$ cat config.mk
export PLATFORM = sky130hd
export DESIGN_NAME = dmem_ctrl_flat
export DESIGN_NICKNAME = d
export VERILOG_FILES = /design/src/rtl/dmem_ctrl_if.sv /design/src/rtl/dmem_ctrl.sv /design/src/flat_wrapper.sv
export SDC_FILE = /design/constraint.sdc
export NUM_CORES = 1
export LEC_CHECK = 0
export BUFFER_PORTS_ARGS = -buffer_cell sky130_fd_sc_hd__buf_2
export CAP_MARGIN = 20
export CORE_MARGIN = 1.5
export CORE_UTILIZATION = 42
export DETAILED_ROUTE_END_ITERATION = 12
export GPL_ROUTABILITY_DRIVEN = 0
export GPL_TIMING_DRIVEN = 0
export MAX_ROUTING_LAYER = met4
export PLACE_DENSITY = 0.84
export RECOVER_POWER = 100
export SLEW_MARGIN = 20
export SYNTH_ARGS = -nofsm -noshare
export SYNTH_HDL_FRONTEND = slang
export SYNTH_SLANG_ARGS = --single-unit
$ cat constraint.sdc
create_clock -name clock -period 1.85 [get_ports clock]
set_input_delay 0.2775 -clock clock [delete_from_list [all_inputs] [get_ports clock]]
set_output_delay 0.2775 -clock clock [all_outputs]
set_load 0.01 [all_outputs]
$ cat src/rtl/dmem_ctrl_if.sv
// Bundle of the execute-side load/store port and the tagged split-transaction
// memory bus seen by the data-memory controller.
interface dmem_ctrl_if;
    // Execute stage side
    logic [1:0]  load2Dmem_command;
    logic [1:0]  load2Dmem_size;
    logic [31:0] load2Dmem_addr;
    logic [31:0] load2Dmem_data;
    logic        load2Dmem_unsigned;
    logic [31:0] Dmem2load_data;
    logic        load_done;
    logic        dmem_busy;

    // Main memory bus side
    logic [1:0]  proc2mem_command;
    logic [31:0] proc2mem_addr;
    logic [1:0]  proc2mem_size;
    logic [63:0] proc2mem_data;
    logic [3:0]  mem2proc_response;
    logic [63:0] mem2proc_data;
    logic [3:0]  mem2proc_tag;

    // The controller's view of the bundle
    modport slave (
        input  load2Dmem_command, load2Dmem_size, load2Dmem_addr,
               load2Dmem_data, load2Dmem_unsigned,
               mem2proc_response, mem2proc_data, mem2proc_tag,
        output Dmem2load_data, load_done, dmem_busy,
               proc2mem_command, proc2mem_addr, proc2mem_size, proc2mem_data
    );

    // The environment's view: execute stage plus memory
    modport master (
        output load2Dmem_command, load2Dmem_size, load2Dmem_addr,
               load2Dmem_data, load2Dmem_unsigned,
               mem2proc_response, mem2proc_data, mem2proc_tag,
        input  Dmem2load_data, load_done, dmem_busy,
               proc2mem_command, proc2mem_addr, proc2mem_size, proc2mem_data
    );
endinterface

$ cat src/rtl/dmem_ctrl.sv
// Data-memory controller: takes one load or store from execute at a time,
// issues it on the tagged memory bus, waits for the matching tag on loads and
// returns the aligned, extended value with a one-cycle completion pulse.
module dmem_ctrl (
    input logic       clock,
    input logic       reset,
    dmem_ctrl_if.slave bus
);

    localparam logic [1:0] BUS_NONE  = 2'd0;
    localparam logic [1:0] BUS_LOAD  = 2'd1;
    localparam logic [1:0] BUS_STORE = 2'd2;

    localparam logic [1:0] SIZE_BYTE   = 2'd0;
    localparam logic [1:0] SIZE_HALF   = 2'd1;
    localparam logic [1:0] SIZE_WORD   = 2'd2;
    localparam logic [1:0] SIZE_DOUBLE = 2'd3;

    typedef enum logic [1:0] {IDLE, REQ, WAIT, DONE} state_t;

    state_t      state;
    logic [1:0]  cmd_q;
    logic [1:0]  size_q;
    logic [31:0] addr_q;
    logic [31:0] data_q;
    logic        unsigned_q;
    logic [3:0]  tag_q;
    logic [31:0] load_data_q;

    logic        cmd_valid;
    logic        tag_hit;
    logic [31:0] word_sel;
    logic [7:0]  byte_sel;
    logic [15:0] half_sel;
    logic [31:0] load_ext;

    // Encoding 3 is not a real command and is treated like BUS_NONE
    assign cmd_valid = (bus.load2Dmem_command == BUS_LOAD) ||
                       (bus.load2Dmem_command == BUS_STORE);

    // A zero tag means "nothing returned", so it can never complete a load
    assign tag_hit = (tag_q != 4'd0) && (bus.mem2proc_tag == tag_q);

    // Pick the addressed byte/half/word out of the returned line and extend it
    always_comb begin
        word_sel = addr_q[2] ? bus.mem2proc_data[63:32] : bus.mem2proc_data[31:0];
        byte_sel = word_sel[{addr_q[1:0], 3'b000} +: 8];
        half_sel = word_sel[{addr_q[1], 4'b0000} +: 16];
        load_ext = word_sel;
        case (size_q)
            SIZE_BYTE: load_ext = unsigned_q ? {24'b0, byte_sel}
                                             : {{24{byte_sel[7]}}, byte_sel};
            SIZE_HALF: load_ext = unsigned_q ? {16'b0, half_sel}
                                             : {{16{half_sel[15]}}, half_sel};
            default:   load_ext = word_sel;
        endcase
    end

    // Transaction FSM: latch the command, issue/re-issue it, wait for the tag
    always_ff @(posedge clock) begin
        if (reset) begin
            state       <= IDLE;
            cmd_q       <= BUS_NONE;
            size_q      <= SIZE_BYTE;
            addr_q      <= 32'b0;
            data_q      <= 32'b0;
            unsigned_q  <= 1'b0;
            tag_q       <= 4'd0;
            load_data_q <= 32'b0;
        end else begin
            case (state)
                IDLE: begin
                    if (cmd_valid) begin
                        cmd_q      <= bus.load2Dmem_command;
                        size_q     <= bus.load2Dmem_size;
                        addr_q     <= bus.load2Dmem_addr;
                        data_q     <= bus.load2Dmem_data;
                        unsigned_q <= bus.load2Dmem_unsigned;
                        state      <= REQ;
                    end
                end
                REQ: begin
                    if (bus.mem2proc_response != 4'd0) begin
                        if (cmd_q == BUS_LOAD) begin
                            tag_q <= bus.mem2proc_response;
                            state <= WAIT;
                        end else begin
                            load_data_q <= 32'b0;
                            state       <= DONE;
                        end
                    end
                end
                WAIT: begin
                    if (tag_hit) begin
                        load_data_q <= load_ext;
                        tag_q       <= 4'd0;
                        state       <= DONE;
                    end
                end
                default: begin
                    state <= IDLE;
                end
            endcase
        end
    end

    // Bus outputs depend only on the state and the latched command
    always_comb begin
        bus.proc2mem_command = (state == REQ) ? cmd_q : BUS_NONE;
        bus.proc2mem_addr    = (cmd_q == BUS_LOAD) ? {addr_q[31:3], 3'b000} : addr_q;
        bus.proc2mem_size    = (cmd_q == BUS_LOAD) ? SIZE_DOUBLE : size_q;
        bus.proc2mem_data    = (cmd_q == BUS_STORE) ? {32'b0, data_q} : 64'b0;
    end

    // Execute-side handshake: stall from the first cycle a command is seen
    always_comb begin
        bus.load_done      = (state == DONE);
        bus.dmem_busy      = ((state == IDLE) && cmd_valid) || (state == REQ) ||
                             (state == WAIT);
        bus.Dmem2load_data = load_data_q;
    end

endmodule

$ cat src/flat_wrapper.sv
// flat-port wrapper written by rule: the top's interface ports become plain ports
module dmem_ctrl_flat 
  (clock, reset, bus_load2Dmem_command, bus_load2Dmem_size, bus_load2Dmem_addr, bus_load2Dmem_data, bus_load2Dmem_unsigned, bus_mem2proc_response, bus_mem2proc_data, bus_mem2proc_tag, bus_Dmem2load_data, bus_load_done, bus_dmem_busy, bus_proc2mem_command, bus_proc2mem_addr, bus_proc2mem_size, bus_proc2mem_data);
  dmem_ctrl_if bus_i ();
  input logic clock;
  input logic reset;
  input wire logic [$bits(bus_i.load2Dmem_command)-1:0] bus_load2Dmem_command;
  input wire logic [$bits(bus_i.load2Dmem_size)-1:0] bus_load2Dmem_size;
  input wire logic [$bits(bus_i.load2Dmem_addr)-1:0] bus_load2Dmem_addr;
  input wire logic [$bits(bus_i.load2Dmem_data)-1:0] bus_load2Dmem_data;
  input wire logic [$bits(bus_i.load2Dmem_unsigned)-1:0] bus_load2Dmem_unsigned;
  input wire logic [$bits(bus_i.mem2proc_response)-1:0] bus_mem2proc_response;
  input wire logic [$bits(bus_i.mem2proc_data)-1:0] bus_mem2proc_data;
  input wire logic [$bits(bus_i.mem2proc_tag)-1:0] bus_mem2proc_tag;
  output wire logic [$bits(bus_i.Dmem2load_data)-1:0] bus_Dmem2load_data;
  output wire logic [$bits(bus_i.load_done)-1:0] bus_load_done;
  output wire logic [$bits(bus_i.dmem_busy)-1:0] bus_dmem_busy;
  output wire logic [$bits(bus_i.proc2mem_command)-1:0] bus_proc2mem_command;
  output wire logic [$bits(bus_i.proc2mem_addr)-1:0] bus_proc2mem_addr;
  output wire logic [$bits(bus_i.proc2mem_size)-1:0] bus_proc2mem_size;
  output wire logic [$bits(bus_i.proc2mem_data)-1:0] bus_proc2mem_data;
  assign bus_i.load2Dmem_command = bus_load2Dmem_command;
  assign bus_i.load2Dmem_size = bus_load2Dmem_size;
  assign bus_i.load2Dmem_addr = bus_load2Dmem_addr;
  assign bus_i.load2Dmem_data = bus_load2Dmem_data;
  assign bus_i.load2Dmem_unsigned = bus_load2Dmem_unsigned;
  assign bus_i.mem2proc_response = bus_mem2proc_response;
  assign bus_i.mem2proc_data = bus_mem2proc_data;
  assign bus_i.mem2proc_tag = bus_mem2proc_tag;
  assign bus_Dmem2load_data = bus_i.Dmem2load_data;
  assign bus_load_done = bus_i.load_done;
  assign bus_dmem_busy = bus_i.dmem_busy;
  assign bus_proc2mem_command = bus_i.proc2mem_command;
  assign bus_proc2mem_addr = bus_i.proc2mem_addr;
  assign bus_proc2mem_size = bus_i.proc2mem_size;
  assign bus_proc2mem_data = bus_i.proc2mem_data;
  dmem_ctrl u_core (.clock(clock), .reset(reset), .bus(bus_i));
endmodule
==> qor.txt <==
Area of the mapped netlist -> 5448 um^2
Combinational cell fraction of total power -> 42.6%
Final setup violating endpoints -> 17
Aggregate routed wire length -> 16570 um
Via count of the routed design -> 5562
Data required, critical path -> 2.10 ns
Sw Pwr -> 3.116 mW
Startpoint-to-endpoint class of the critical path -> flop to flop
Library cell occupying the most area in the post-synthesis netlist -> sky130_fd_sc_hd__dfxtp_1
Wire length of the first global-routing pass -> 24380 um
Number of synthesis warnings -> 0
# port buffers -> 244
First element of the critical path -> u_core.addr_q[2]$_SDFFE_PP0P_
Initial DRC count -> 430
Total internal power -> 5.135 mW
Row count -> 41
Maximum buffer depth of the clock tree -> 2
Total routing resource utilization after global routing -> 24.15%
End-of-flow core utilization -> 59.50%
Initial antenna violation count -> 3
Area of the core -> 12620 um^2
Largest net degree at the start of global routing -> 19
Startpoint type of the worst setup path -> flop
Arrival time reported for the critical path endpoint -> 2.15 ns
H-tree levels -> 3
Total die area -> 13660 um^2
Synth Flop Type -> sky130_fd_sc_hd__dfxtp_1
Dominant cells by area after synthesis -> sky130_fd_sc_hd__dfxtp_1 39%, sky130_fd_sc_hd__nand2_1 12%, sky130_fd_sc_hd__buf_4 8.4%
Count of placed standard cells including taps -> 1108
Starting density of the core -> 43.17%
Adder and majority gate portion of the synthesized area -> 0.9187%
Type of the worst min-delay path -> input port to flop
Nets@finish -> 1109
Highest layer used for signal routing -> met4
Net switching share of the total power -> 37.77%
Largest family of logic cells by synthesized area -> simple AND/OR/NAND/NOR gates
Leakage component of the power -> 3.377 nW
Sink Count -> 107
EDFF count, synth -> 0
Final standard cell count with taps included and fillers excluded -> 1142
Final worst-path cycle share -> 102.6%
Slack of the worst reg-to-reg path -> -0.05 ns
Width of the die -> 116.9 um
Clk pwr share -> 23.1%
Number of clock buffers inserted by TritonCTS -> 9
Mux cell area share after synthesis -> 8.751%
Number of storage elements in the synthesis netlist -> 107
Setup slack at placement -> -0.3152 ns
Final Power -> 8.252 mW
Insertion delay to the later sink of the worst-skew pair -> 0.35 ns
Count of boundary I/O pins -> 277
Worst Reg2Reg Path Length in Cells -> 7
Clock tree from TritonCTS -> built
Top cell types by occurrence after synthesis -> 169 x sky130_fd_sc_hd__nand2_1, 107 x sky130_fd_sc_hd__dfxtp_1, 74 x sky130_fd_sc_hd__a21oi_1, 61 x sky130_fd_sc_hd__buf_4, 40 x sky130_fd_sc_hd__and2_1
Drc violations -> 0
Number of hold violations in the final report -> 0
Clk pin slew, worst setup/hold paths -> 0.07 ns
Worst Hold Path Cells -> 3
Fraction of layout instances using a drive strength above 1 -> 33.51%
Peak ir drop on the vdd network -> 0.0005878 V
Slew @ Worst Pin -> 0.6736 ns
Yosys top cell area share -> 39.32%
GR Overflow Total -> 0
Vias in the first global route -> 5037
RSZ-0062 raised after global routing -> true
Fraction of synthesized cell area in xor and xnor cells -> 0.8039%
Worst slew slack as a fraction of its limit -> 54.79%
Amount of wire on met2 after detailed routing -> 8066 um
Max FO, Critical Path -> 6
Post-route setup slack -> -0.04756 ns
Total Negative Setup Slacks -> -0.5523 ns
Distinct cell type count of the synthesized netlist -> 45
Met3 WL -> 1369 um
Final design instance area without fill -> 7508 um^2
Post-detailed-route via-to-cell ratio -> 4.870
Remaining antenna violation count after routing -> 0
Worst-case clock skew -> 0.006388 ns
Violations in the final reports -> setup timing
Synth Area in Simple Gates -> 20.10%
Hold Slack -> 0.1551 ns
Hold-fix buffers at CTS -> 0
End of the worst register-to-register path -> u_core.bus.Dmem2load_data[28]$_SDFFE_PP0P_
Result of the run -> finished with violations
Routed WL per cell -> 14.51 um
Hold Path Sink -> u_core.data_q[9]$_SDFFE_PP0P_
Gate Count Post-Synth -> 661
Syn_area_per_cell -> 8.242 um^2
Top-count cell post-synth -> sky130_fd_sc_hd__nand2_1
Sum of routed wire segments on met1 -> 6513 um
Number of search-and-repair iterations in the first detailed-routing pass -> 5
Cell area reported after detailed placement -> 7000 um^2
Max-slew violation count -> 0
Worst reg2reg startpoint -> u_core.addr_q[2]$_SDFFE_PP0P_
Fmax -> 0.5270 GHz
Power Density -> 1099 nW/um^2
HPWL reported at the end of detailed placement -> 12540 um
Min Clock Period, post-route -> 1.898 ns
Height of the chip -> 116.9 um
Portion of total power attributed to sequential cells -> 34.3%
Area growth, synth to finish -> 37.83%
Post-synth ARST share -> 0%
Worst Min Path Start -> bus_load2Dmem_data[9]
Sequential element share of the synthesized area -> 39.32%
CTS root buf -> sky130_fd_sc_hd__clkbuf_16
Compound-cell area share of the yosys netlist -> 17.64%
Critical Path End Type -> flop
Number of maximum-capacitance constraint violations -> 0
## cell usage in the layout (no fill, tap or decap), types with 6 or more instances in the layout
| cell | count |
|---|---|
| sky130_fd_sc_hd__a22o_1 | 35 |
| sky130_fd_sc_hd__o211ai_1 | 7 |
| sky130_fd_sc_hd__a21oi_1 | 72 |
| sky130_fd_sc_hd__clkbuf_2 | 13 |
| sky130_fd_sc_hd__nor2_1 | 12 |
| sky130_fd_sc_hd__clkbuf_1 | 97 |
| sky130_fd_sc_hd__and2_1 | 26 |
| sky130_fd_sc_hd__mux2i_1 | 23 |
| sky130_fd_sc_hd__mux2_2 | 13 |
| sky130_fd_sc_hd__dfxtp_1 | 104 |
| sky130_fd_sc_hd__o221ai_1 | 6 |
| sky130_fd_sc_hd__clkbuf_16 | 9 |
| sky130_fd_sc_hd__buf_2 | 168 |
| sky130_fd_sc_hd__buf_4 | 73 |
| sky130_fd_sc_hd__buf_6 | 11 |
| sky130_fd_sc_hd__and2_0 | 13 |
| sky130_fd_sc_hd__conb_1 | 32 |
| sky130_fd_sc_hd__nand2_1 | 169 |
## critical path, cell delays in order, from the launching register on
cell and delay (ns):
sky130_fd_sc_hd__dfxtp_2 0.32, sky130_fd_sc_hd__buf_6 0.12, sky130_fd_sc_hd__mux4_2 0.55, sky130_fd_sc_hd__and3b_4 0.23
sky130_fd_sc_hd__a21oi_4 0.13, sky130_fd_sc_hd__a21boi_4 0.11, sky130_fd_sc_hd__buf_6 0.15, sky130_fd_sc_hd__a22o_1 0.18
## power by group through the flow
stage,Clock [mW],Combinational [mW],Sequential [mW]
after floorplan,0,2.22,2.82
after global placement,0,3.10,2.86
after detailed placement,0,3.13,2.87
after CTS,1.94,3.42,2.82
after global routing,2.05,3.87,2.87
final,1.91,3.52,2.83
## metal layers
layer	vias to the layer above	GRT usage [%]
met5	-	-
li1	2754	-
met1	2478	26.25
met3	50	5.407
met4	0	11.57
met2	280	41.87
## cells by family (layout without fill, tap and decap cells)
family | after synthesis | in the layout
flops | 107 | 107
xor+xnor | 5 | 5
compound gates | 145 | 145
simple gates | 245 | 245
buf+inv | 111 | 386
fa+ha+maj | 4 | 4
other cells | 1 | 35
mux | 43 | 43
## sequential cells by signal (all words and copies together) (netlist names)
register and flops:
u_core.addr_q 32, u_core.cmd_q 2, u_core.state 2, u_core.tag_q 4, u_core.size_q 2, u_core.data_q 32, u_core.bus.Dmem2load_data 32, u_core.unsigned_q 1
## worst max path at each step
stage,end,cells past startpoint
6_report,u_core.bus.Dmem2load_data[28]$_SDFFE_PP0P_,7
5_1_grt,u_core.bus.Dmem2load_data[26]$_SDFFE_PP0P_,9
4_1_cts,bus_dmem_busy,6
3_5_place_dp,u_core.bus.Dmem2load_data[15]$_SDFFE_PP0P_,7
3_3_place_gp,u_core.bus.Dmem2load_data[0]$_SDFFE_PP0P_,7
2_1_floorplan,u_core.bus.Dmem2load_data[16]$_SDFFE_PP0P_,9
## final cells by class
cell class,count,area [um^2]
antenna,3,7.507
buffer,103,693.2
clock buffer,11,252.7
clock inverter,5,42.54
fill,1211,5111
inverter,6,25.02
multi-input combinational,474,2853
sequential,107,2148
tap,172,215.2
timing repair buffer,261,1271
## timing repair
action,CTS,global route
pin swaps,3,14
gates cloned,0,1
endpoints found under the setup margin,97,89
setup buffers,14,2
gates resized for setup,36,32
No activity file was read; power rests on OpenSTA's default activity.
